File: config.mk
export PLATFORM = sky130hd
export DESIGN_NAME = vga_timing_gen
export DESIGN_NICKNAME = d
export VERILOG_FILES = /design/src/rtl/vga_timing_pkg.sv /design/src/rtl/vga_axis_counter.sv /design/src/rtl/vga_timing_gen.sv
export SDC_FILE = /design/constraint.sdc
export NUM_CORES = 1
export LEC_CHECK = 0
export CAP_MARGIN = 25
export CORE_UTILIZATION = 50
export CTS_CLUSTER_SIZE = 14
export DETAILED_ROUTE_END_ITERATION = 8
export GPL_ROUTABILITY_DRIVEN = 0
export HOLD_SLACK_MARGIN = 0.15
export PLACE_DENSITY = 0.75
export SKIP_LAST_GASP = 1
export SLEW_MARGIN = 20
export SYNTH_ARGS = -nofsm -noshare
export SYNTH_HDL_FRONTEND = slang
export SYNTH_HIERARCHICAL = 1
export SYNTH_SLANG_ARGS = --single-unit
File: constraint.sdc
create_clock -name vga_clk -period 1.9 [get_ports vga_clk]
set_clock_uncertainty 0.05 [all_clocks]
set_input_delay 0.19 -clock vga_clk [delete_from_list [all_inputs] [get_ports vga_clk]]
set_output_delay 0.19 -clock vga_clk [all_outputs]
set_load 0.02 [all_outputs]
File: src/rtl/vga_timing_pkg.sv
// Raster geometry constants (640x480@60, 800x600@60) and helpers shared by the VGA timing blocks.
// Pure declarations: no logic, no latency, no flow control.
package vga_timing_pkg;

  localparam int VGA640_H_SYNC   = 96;
  localparam int VGA640_H_BP     = 48;
  localparam int VGA640_H_ACTIVE = 640;
  localparam int VGA640_H_FP     = 16;
  localparam int VGA640_V_SYNC   = 2;
  localparam int VGA640_V_BP     = 33;
  localparam int VGA640_V_ACTIVE = 480;
  localparam int VGA640_V_FP     = 10;

  localparam int SVGA800_H_SYNC   = 128;
  localparam int SVGA800_H_BP     = 88;
  localparam int SVGA800_H_ACTIVE = 800;
  localparam int SVGA800_H_FP     = 40;
  localparam int SVGA800_V_SYNC   = 4;
  localparam int SVGA800_V_BP     = 23;
  localparam int SVGA800_V_ACTIVE = 600;
  localparam int SVGA800_V_FP     = 1;

  function automatic int axis_total(input int sync_w, input int bp_w, input int act_w, input int fp_w);
    return sync_w + bp_w + act_w + fp_w;
  endfunction

  // A one-position axis still needs a 1-bit counter.
  function automatic int cnt_width(input int tot);
    return (tot > 1) ? $clog2(tot) : 1;
  endfunction

endpackage

File: src/rtl/vga_axis_counter.sv
// Modulo-MAX position counter for one raster axis; advances on en, wrap is combinational (en & last).
// Single-cycle update, no backpressure: en is the only qualifier.
module vga_axis_counter #(
  parameter int MAX = 800,
  parameter int W   = 10
) (
  input  logic         vga_clk,
  input  logic         clrn,
  input  logic         en,
  output logic [W-1:0] cnt,
  output logic         wrap
);

  assign wrap = en && (cnt == W'(MAX - 1));

  always_ff @(posedge vga_clk) begin
    if (!clrn) begin
      cnt <= '0;
    end else if (en) begin
      cnt <= wrap ? '0 : cnt + 1'b1;
    end
  end

endmodule

File: src/rtl/vga_timing_gen.sv
// Parametrised VGA raster timing: sync, read strobe, RAM address and start pulses, 1+PIPE enabled cycles
// behind the counters. No backpressure; pix_en freezes counters and pipeline, pulses only on enabled cycles.
module vga_timing_gen
  import vga_timing_pkg::*;
#(
  parameter int H_SYNC   = VGA640_H_SYNC,
  parameter int H_BP     = VGA640_H_BP,
  parameter int H_ACTIVE = VGA640_H_ACTIVE,
  parameter int H_FP     = VGA640_H_FP,
  parameter int V_SYNC   = VGA640_V_SYNC,
  parameter int V_BP     = VGA640_V_BP,
  parameter int V_ACTIVE = VGA640_V_ACTIVE,
  parameter int V_FP     = VGA640_V_FP,
  parameter bit HS_POL   = 1'b0,
  parameter bit VS_POL   = 1'b0,
  parameter int COL_W    = 10,
  parameter int ROW_W    = 9,
  parameter int PIPE     = 0
) (
  input  logic             vga_clk,
  input  logic             clrn,
  input  logic             pix_en,
  output logic [ROW_W-1:0] row_addr,
  output logic [COL_W-1:0] col_addr,
  output logic             rdn,
  output logic             hs,
  output logic             vs,
  output logic             line_start,
  output logic             frame_start
);

  localparam int H_TOT = axis_total(H_SYNC, H_BP, H_ACTIVE, H_FP);
  localparam int V_TOT = axis_total(V_SYNC, V_BP, V_ACTIVE, V_FP);
  localparam int HW    = cnt_width(H_TOT);
  localparam int VW    = cnt_width(V_TOT);
  localparam int HA0   = H_SYNC + H_BP;
  localparam int VA0   = V_SYNC + V_BP;

  if (PIPE < 0 || PIPE > 3) begin : g_bad_pipe
    $error("vga_timing_gen: PIPE must be 0..3");
  end
  if ((H_ACTIVE - 1) >= (1 << COL_W)) begin : g_bad_col_w
    $error("vga_timing_gen: COL_W too narrow for H_ACTIVE");
  end
  if ((V_ACTIVE - 1) >= (1 << ROW_W)) begin : g_bad_row_w
    $error("vga_timing_gen: ROW_W too narrow for V_ACTIVE");
  end

  typedef struct packed {
    logic [ROW_W-1:0] row;
    logic [COL_W-1:0] col;
    logic             rdn;
    logic             hs;
    logic             vs;
    logic             ls;
    logic             fs;
  } stage_t;

  localparam stage_t STAGE_RST = '{row: '0, col: '0, rdn: 1'b1, hs: ~HS_POL, vs: ~VS_POL,
                                   ls: 1'b0, fs: 1'b0};

  logic [HW-1:0] h_cnt;
  logic [VW-1:0] v_cnt;
  logic          h_wrap;
  logic          v_wrap_unused;

  vga_axis_counter #(.MAX(H_TOT), .W(HW)) u_h_cnt (
    .vga_clk (vga_clk),
    .clrn    (clrn),
    .en      (pix_en),
    .cnt     (h_cnt),
    .wrap    (h_wrap)
  );

  vga_axis_counter #(.MAX(V_TOT), .W(VW)) u_v_cnt (
    .vga_clk (vga_clk),
    .clrn    (clrn),
    .en      (pix_en & h_wrap),
    .cnt     (v_cnt),
    .wrap    (v_wrap_unused)
  );

  int     h_i;
  int     v_i;
  logic   vis;
  stage_t dec;

  always_comb begin
    h_i     = int'(h_cnt);
    v_i     = int'(v_cnt);
    vis     = (h_i >= HA0) && (h_i < HA0 + H_ACTIVE) && (v_i >= VA0) && (v_i < VA0 + V_ACTIVE);
    dec     = STAGE_RST;
    dec.hs  = (h_i < H_SYNC) ? HS_POL : ~HS_POL;
    dec.vs  = (v_i < V_SYNC) ? VS_POL : ~VS_POL;
    dec.rdn = ~vis;
    // Addresses wrap outside the visible window; consumers only use them while rdn is low.
    dec.col = COL_W'(h_cnt - HW'(HA0));
    dec.row = ROW_W'(v_cnt - VW'(VA0));
    dec.ls  = vis && (h_i == HA0);
    dec.fs  = vis && (h_i == HA0) && (v_i == VA0);
  end

  stage_t pipe [PIPE+1];
  logic   en_q;

  always_ff @(posedge vga_clk) begin
    if (!clrn) begin
      for (int i = 0; i <= PIPE; i++) pipe[i] <= STAGE_RST;
      en_q <= 1'b0;
    end else begin
      en_q <= pix_en;
      if (pix_en) begin
        pipe[0] <= dec;
        for (int i = 1; i <= PIPE; i++) pipe[i] <= pipe[i-1];
      end
    end
  end

  // Pulse bits ride the pipeline untouched while stalled; only the output view is masked.
  assign row_addr    = pipe[PIPE].row;
  assign col_addr    = pipe[PIPE].col;
  assign rdn         = pipe[PIPE].rdn;
  assign hs          = pipe[PIPE].hs;
  assign vs          = pipe[PIPE].vs;
  assign line_start  = pipe[PIPE].ls & en_q;
  assign frame_start = pipe[PIPE].fs & en_q;

endmodule

==> results of run 1 <==
[state kept, by name, summed over array words and instances, names as in the netlist]
signal       count
en_q             1
pipe            24
u_h_cnt/cnt     10
u_v_cnt/cnt     10
[cell type report]
| type | count | area, um^2 | area share [%] |
|---|---|---|---|
| multi-input cells | 154 | 1055 | 35.93 |
| clock inverters | 2 | 35.03 | 1.194 |
| clock buffers | 6 | 72.57 | 2.472 |
| well taps | 52 | 65.06 | 2.217 |
| inverters | 9 | 33.78 | 1.151 |
| repair buffers | 60 | 528.0 | 17.99 |
| flip-flops and latches | 45 | 1146 | 39.05 |
[worst min-delay path: cells and delay by family, from the launching register on]
family | cells | cell delay [ps]
compound gates | 1 | 60
buf+inv | 1 | 140
flops | 1 | 330
simple gates | 1 | 70
[final timing paths]
kind,start,end,slack [ps],depth (start not counted)
hold / removal,u_h_cnt/cnt[1]$_SDFFE_PN0P_,u_h_cnt/cnt[1]$_SDFFE_PN0P_,580,3
hold reg to reg,u_h_cnt/cnt[1]$_SDFFE_PN0P_,u_h_cnt/cnt[1]$_SDFFE_PN0P_,580,3
setup reg to reg,u_h_cnt/cnt[6]$_SDFFE_PN0P_,u_v_cnt/cnt[9]$_SDFFE_PN0P_,40,7
setup / recovery,u_h_cnt/cnt[6]$_SDFFE_PN0P_,u_v_cnt/cnt[9]$_SDFFE_PN0P_,40,7
[through the flow]
stage	hold WS (ps)	total power, mW	util [%]
CTS	574.2	1.990	65.26
floorplan	261.7	1.231	-
finish	576.3	1.982	66.05
detailed placement	550.2	1.302	62.81
global placement	517.6	1.295	62.81
global route	581.6	2.046	66.05
[power groups by stage]
stage / sequential [mW] / combinational (mW) / clock [mW]
floorplan: 1.11 / 0.123 / 0
global placement: 1.10 / 0.196 / 0
detailed placement: 1.10 / 0.200 / 0
CTS: 1.08 / 0.200 / 0.710
global route: 1.08 / 0.212 / 0.752
finish: 1.08 / 0.200 / 0.703
[placed cells by master (no fill, tap or decap), types with 9 or more instances in the layout]
cell type	count
dfxtp_1	17
nand4_1	9
clkdlybuf4s50_1	26
xnor2_1	10
edfxtp_1	24
inv_1	9
nor2_1	23
buf_4	33
[repair_timing]
item,CTS,global route
endpoints found under the setup margin,10,10
pin swaps,0,1
resized for setup,1,6
setup buffers,0,1
[per-layer routing]
metal,vias to the layer above,wire length (um),GRT usage [%]
met2,55,2239,31.93
met4,0,74,9.111
met3,7,212,4.701
met1,861,2110,24.95
met5,-,0,0
li1,898,-,-
==> flow_summary.ini, run 1 <==
[status]
outcome = complete, but fails checks
violations = DRC

[pwr]
peakVddDrop_v = 0.0002710
seq_power_share_pct = 54.4
pwr_density_cell_nw_per_um2 = 675.1
p_switching_mw = 0.4311
switching_share_pct = 21.76
clkPwrFrac_pct = 35.5
p_int_mw = 1.550
power.leakage_nw = 1.160
p_comb_share_pct = 10.1

[cells_and_area]
fin_nets = 284
drive_gt1_share_pct = 22.83
area_delta_synth_final_pct = 24.72
stdcell_area_um2 = 2935
num-fill-cells = 356
antenna_cells = 0
instances_no_fill = 328

[sta]
setup-violations-final = 0
rsz0062_at_grt = true
fin_crit_ps = 1856
fmax_mhz = 538.8
period_share_pct = 97.68
fin_ws_ps = 44.07
hold_viol = 0
worst_pin_slew_ps = 391.3
slew_viol_final = 0
slew_headroom_pct = 73.57
tns_ps = 0

[place]
dp_cells = 319
hpwlAfterDp_um = 3280
portBuffers = 26
placed_area_um2 = 2791
place_ws_ps = -127.0

[floorplan]
die_area_um2 = 4985
placementRows = 24
start_util_pct = 52.96
die_y_um = 70.61
die_w_um = 70.61
io_pins = 27
coreArea_um2 = 4444

[clock_network]
cts_tree = done
clock-root-buffer = clkbuf_8
holdBufCountCts = 0
clk_pin_slew_ps = 80
cts_buffer_depth = 2
clock_latency_ps = 300
cts_made_buffers = 5
h-tree-depth = 2
cts_sinks = 45

[worst_setup_path]
path_buf_inv = 0
crit_family = simple AND/OR/NAND/NOR gates
critical_path.max_fanout = 6
critical_path_required_ps = 2050
slowest_delay_ps = 410
cp-start-kind = flop
arrival_ps = 2000
crit_slowest_cell = or3_4
cp-end-kind = flop
crit_chain = or3_4, nor3_4, and2_4, nand3_2, nor4_4, xnor2_1, nor2_2
critical_path_class = flop to flop

[grt]
antenna_found_initial = 0
grt_overflow = 0
grt.total_usage_pct = 19.63
grt_pass1_wl_um = 7603
first_global_vias = 1679
grt_max_degree = 20

[routing]
avgViaCountPerCell = 5.552
first_pass_iters = 6
wl_per_cell_um = 14.14
drc = 8
postRouteAntennaNets = 0
wl_um = 4637
dr.first_iter.drc_count = 148
vias = 1821

[logic_synthesis]
avgSynthCellArea_um2 = 10.23
yosysWarningCount = 6
synth_cells = 230
syn_area_um2 = 2354
syn-num-nets = 239

[run]
drv_cap = 0

[min_path]
hold_class = flop to flop
Note: power is estimated with default switching activity, not from simulation.
==> run 2, diff against run 1 <==
Settings changed: CORE_ASPECT_RATIO set to 0.8, SKIP_CTS_REPAIR_TIMING set to 1.
==> run 2 against run 1 <==
  * The run now ends clean
  * Register-to-register slack worse by 40 ps
  * Sequential cell count unchanged
  * Sequential share of layout area up 0.22 points
  * Non-clock buffer count down 1
  * Worst setup slack worse by 43 ps
  * Critical path depth up 1
  * Die area about the same
  * Clock power down 13%
  * Wire length unchanged
  * Critical path type unchanged
==> flow_summary.ini, run 2 (synthesis results as in run 1) <==
[cells_and_area]
fin_nets = 283
num-fill-cells = 344
drive_gt1_share_pct = 23.27
area_delta_synth_final_pct = 24.03
largest_reg_flops = 24
mostFrequentLayoutCell = buf_4
largest-register = pipe
antenna_cells = 0
largestRegisters = pipe: 24 flops, u_h_cnt/cnt: 10 flops, u_v_cnt/cnt: 10 flops
fin_util_pct = 67.33
final_cell_mix = buf_4, clkdlybuf4s50_1, edfxtp_1, nor2_1, dfxtp_1
instances_no_fill = 332

[routing]
wl_um = 4637
avgViaCountPerCell = 5.380
wl_per_cell_um = 13.97
dr.first_iter.drc_count = 99
drc = 0
vias = 1786
first_pass_iters = 4
postRouteAntennaNets = 0

[clock_network]
cts_tree = done
clock-root-buffer = clkbuf_8
cts_made_buffers = 5
clock_latency_ps = 300
h-tree-depth = 2
cts_buffer_depth = 2
cts_sinks = 45
clk_pin_slew_ps = 90

[floorplan]
die_w_um = 78.71
die_y_um = 63.37
io_pins = 27
coreArea_um2 = 4335
start_util_pct = 54.29
die_area_um2 = 4987
placementRows = 21

[place]
hpwlAfterDp_um = 3271
dp_cells = 324
portBuffers = 26

[worst_setup_path]
cp-start-kind = flop
crit_top_cell = nor2_1
critical_path.max_fanout = 7
critical_path_required_ps = 2050
crit_slowest_cell = or3_4
r2r_slack_ps = 1
cp-end-kind = flop
crit_family = simple AND/OR/NAND/NOR gates
crit_chain = or3_4, nor3_2, and2_4, buf_4, nand4_1, nor2_1, xnor2_1, nor2_1
path_buf_inv = 1
critical_path_class = flop to flop
slowest_delay_ps = 400
arrival_ps = 2050

[pwr]
peakVddDrop_v = 0.0004376
power.leakage_nw = 1.148
pwr_density_cell_nw_per_um2 = 646.2

[min_path]
hold_class = flop to flop

[grt]
first_global_vias = 1688
antenna_found_initial = 0
grt_overflow = 0
grt_pass1_wl_um = 7769
grt.total_usage_pct = 20.37
grt_max_degree = 23

[sta]
setup-violations-final = 0
rsz0062_at_grt = true
worst_hold_slack_ps = 566.6
hold_viol = 0
tns_ps = 0
slew_viol_final = 0
slew_headroom_pct = 76.10
worst_pin_slew_ps = 358.0
fmax_mhz = 526.7
fin_crit_ps = 1899
period_share_pct = 99.93

[status]
outcome = complete, no violations

[run]
drv_cap = 0
-- run 2: changes by cell type in the layout (fill, tap and decap cells not counted) --
| cell | previous run | this run |
|---|---|---|
| buf_4 | 33 | 32 |
| bufinv_16 | 1 | 0 |
| clkbuf_1 | 1 | 0 |
| clkinvlp_4 | 0 | 1 |
| inv_6 | 0 | 1 |
| nor3_1 | 8 | 9 |
| nor3_4 | 1 | 0 |
| nor4_1 | 2 | 1 |
| nor4_2 | 0 | 1 |
| xnor2_1 | 10 | 9 |
| xnor2_2 | 0 | 1 |
-- run 2: area by class of cell --
type                    instances  area, um^2  area share, %
flip-flops and latches         45        1146          39.26
multi-input cells             154        1057          36.22
repair buffers                 59       520.5          17.83
clock inverters                 3       21.27         0.7287
inverters                       9       33.78          1.157
well taps                      57       71.32          2.443
clock buffers                   5       68.82          2.357
-- run 2: worst paths after layout --
path / cells after the start / end / startpoint
max: 8 / u_v_cnt/cnt[8]$_SDFFE_PN0P_ / u_h_cnt/cnt[5]$_SDFFE_PN0P_
min: 3 / u_h_cnt/cnt[0]$_SDFFE_PN0P_ / u_h_cnt/cnt[0]$_SDFFE_PN0P_
max reg2reg: 8 / u_v_cnt/cnt[8]$_SDFFE_PN0P_ / u_h_cnt/cnt[5]$_SDFFE_PN0P_
min reg2reg: 3 / u_h_cnt/cnt[0]$_SDFFE_PN0P_ / u_h_cnt/cnt[0]$_SDFFE_PN0P_
-- run 2: metal layers --
| layer | global-route usage [%] | up-vias | part of all wire, % |
|---|---|---|---|
| li1 | - | 899 | - |
| met1 | 27.27 | 818 | 46 |
| met2 | 32.17 | 59 | 46 |
| met3 | 4.058 | 10 | 6.0 |
| met4 | 8.333 | 0 | 1.9 |
| met5 | 0 | - | 0 |
-- run 2: stage by stage --
stage          setup WS (ps)  power [mW]  cell area (um^2)
3_3_place_gp          -59.96       1.294              2798
5_1_grt               -60.25       1.949              2919
4_1_cts               -38.33       1.890              2888
3_5_place_dp          -123.5       1.299              2798
6_report               1.305       1.886              2919
2_1_floorplan          3.879       1.231              2369
-- run 2: worst reg2reg max path, cell delays in order, from the launching register on --
cell,delay (ps)
dfxtp_2,320
or3_4,400
nor3_2,220
and2_4,210
buf_4,120
nand4_1,120
nor2_1,160
xnor2_1,140
nor2_1,70
-- run 2: power breakdown --
group          leakage (nW)  internal (mW)  switching (mW)  total (mW)
Clock                0.0445          0.261           0.349       0.610
Combinational         0.678         0.0937           0.105       0.199
Sequential            0.426           1.07          0.0112        1.08
Total                  1.15           1.42           0.465        1.89
==> run 3, diff against run 2 <==
Settings changed: CTS_CLUSTER_DIAMETER set to 60, CTS_CLUSTER_SIZE 14 to unset.
==> results of run 3 <==
Same layout as run 2: the final DEF is identical, and so are final timing and power.
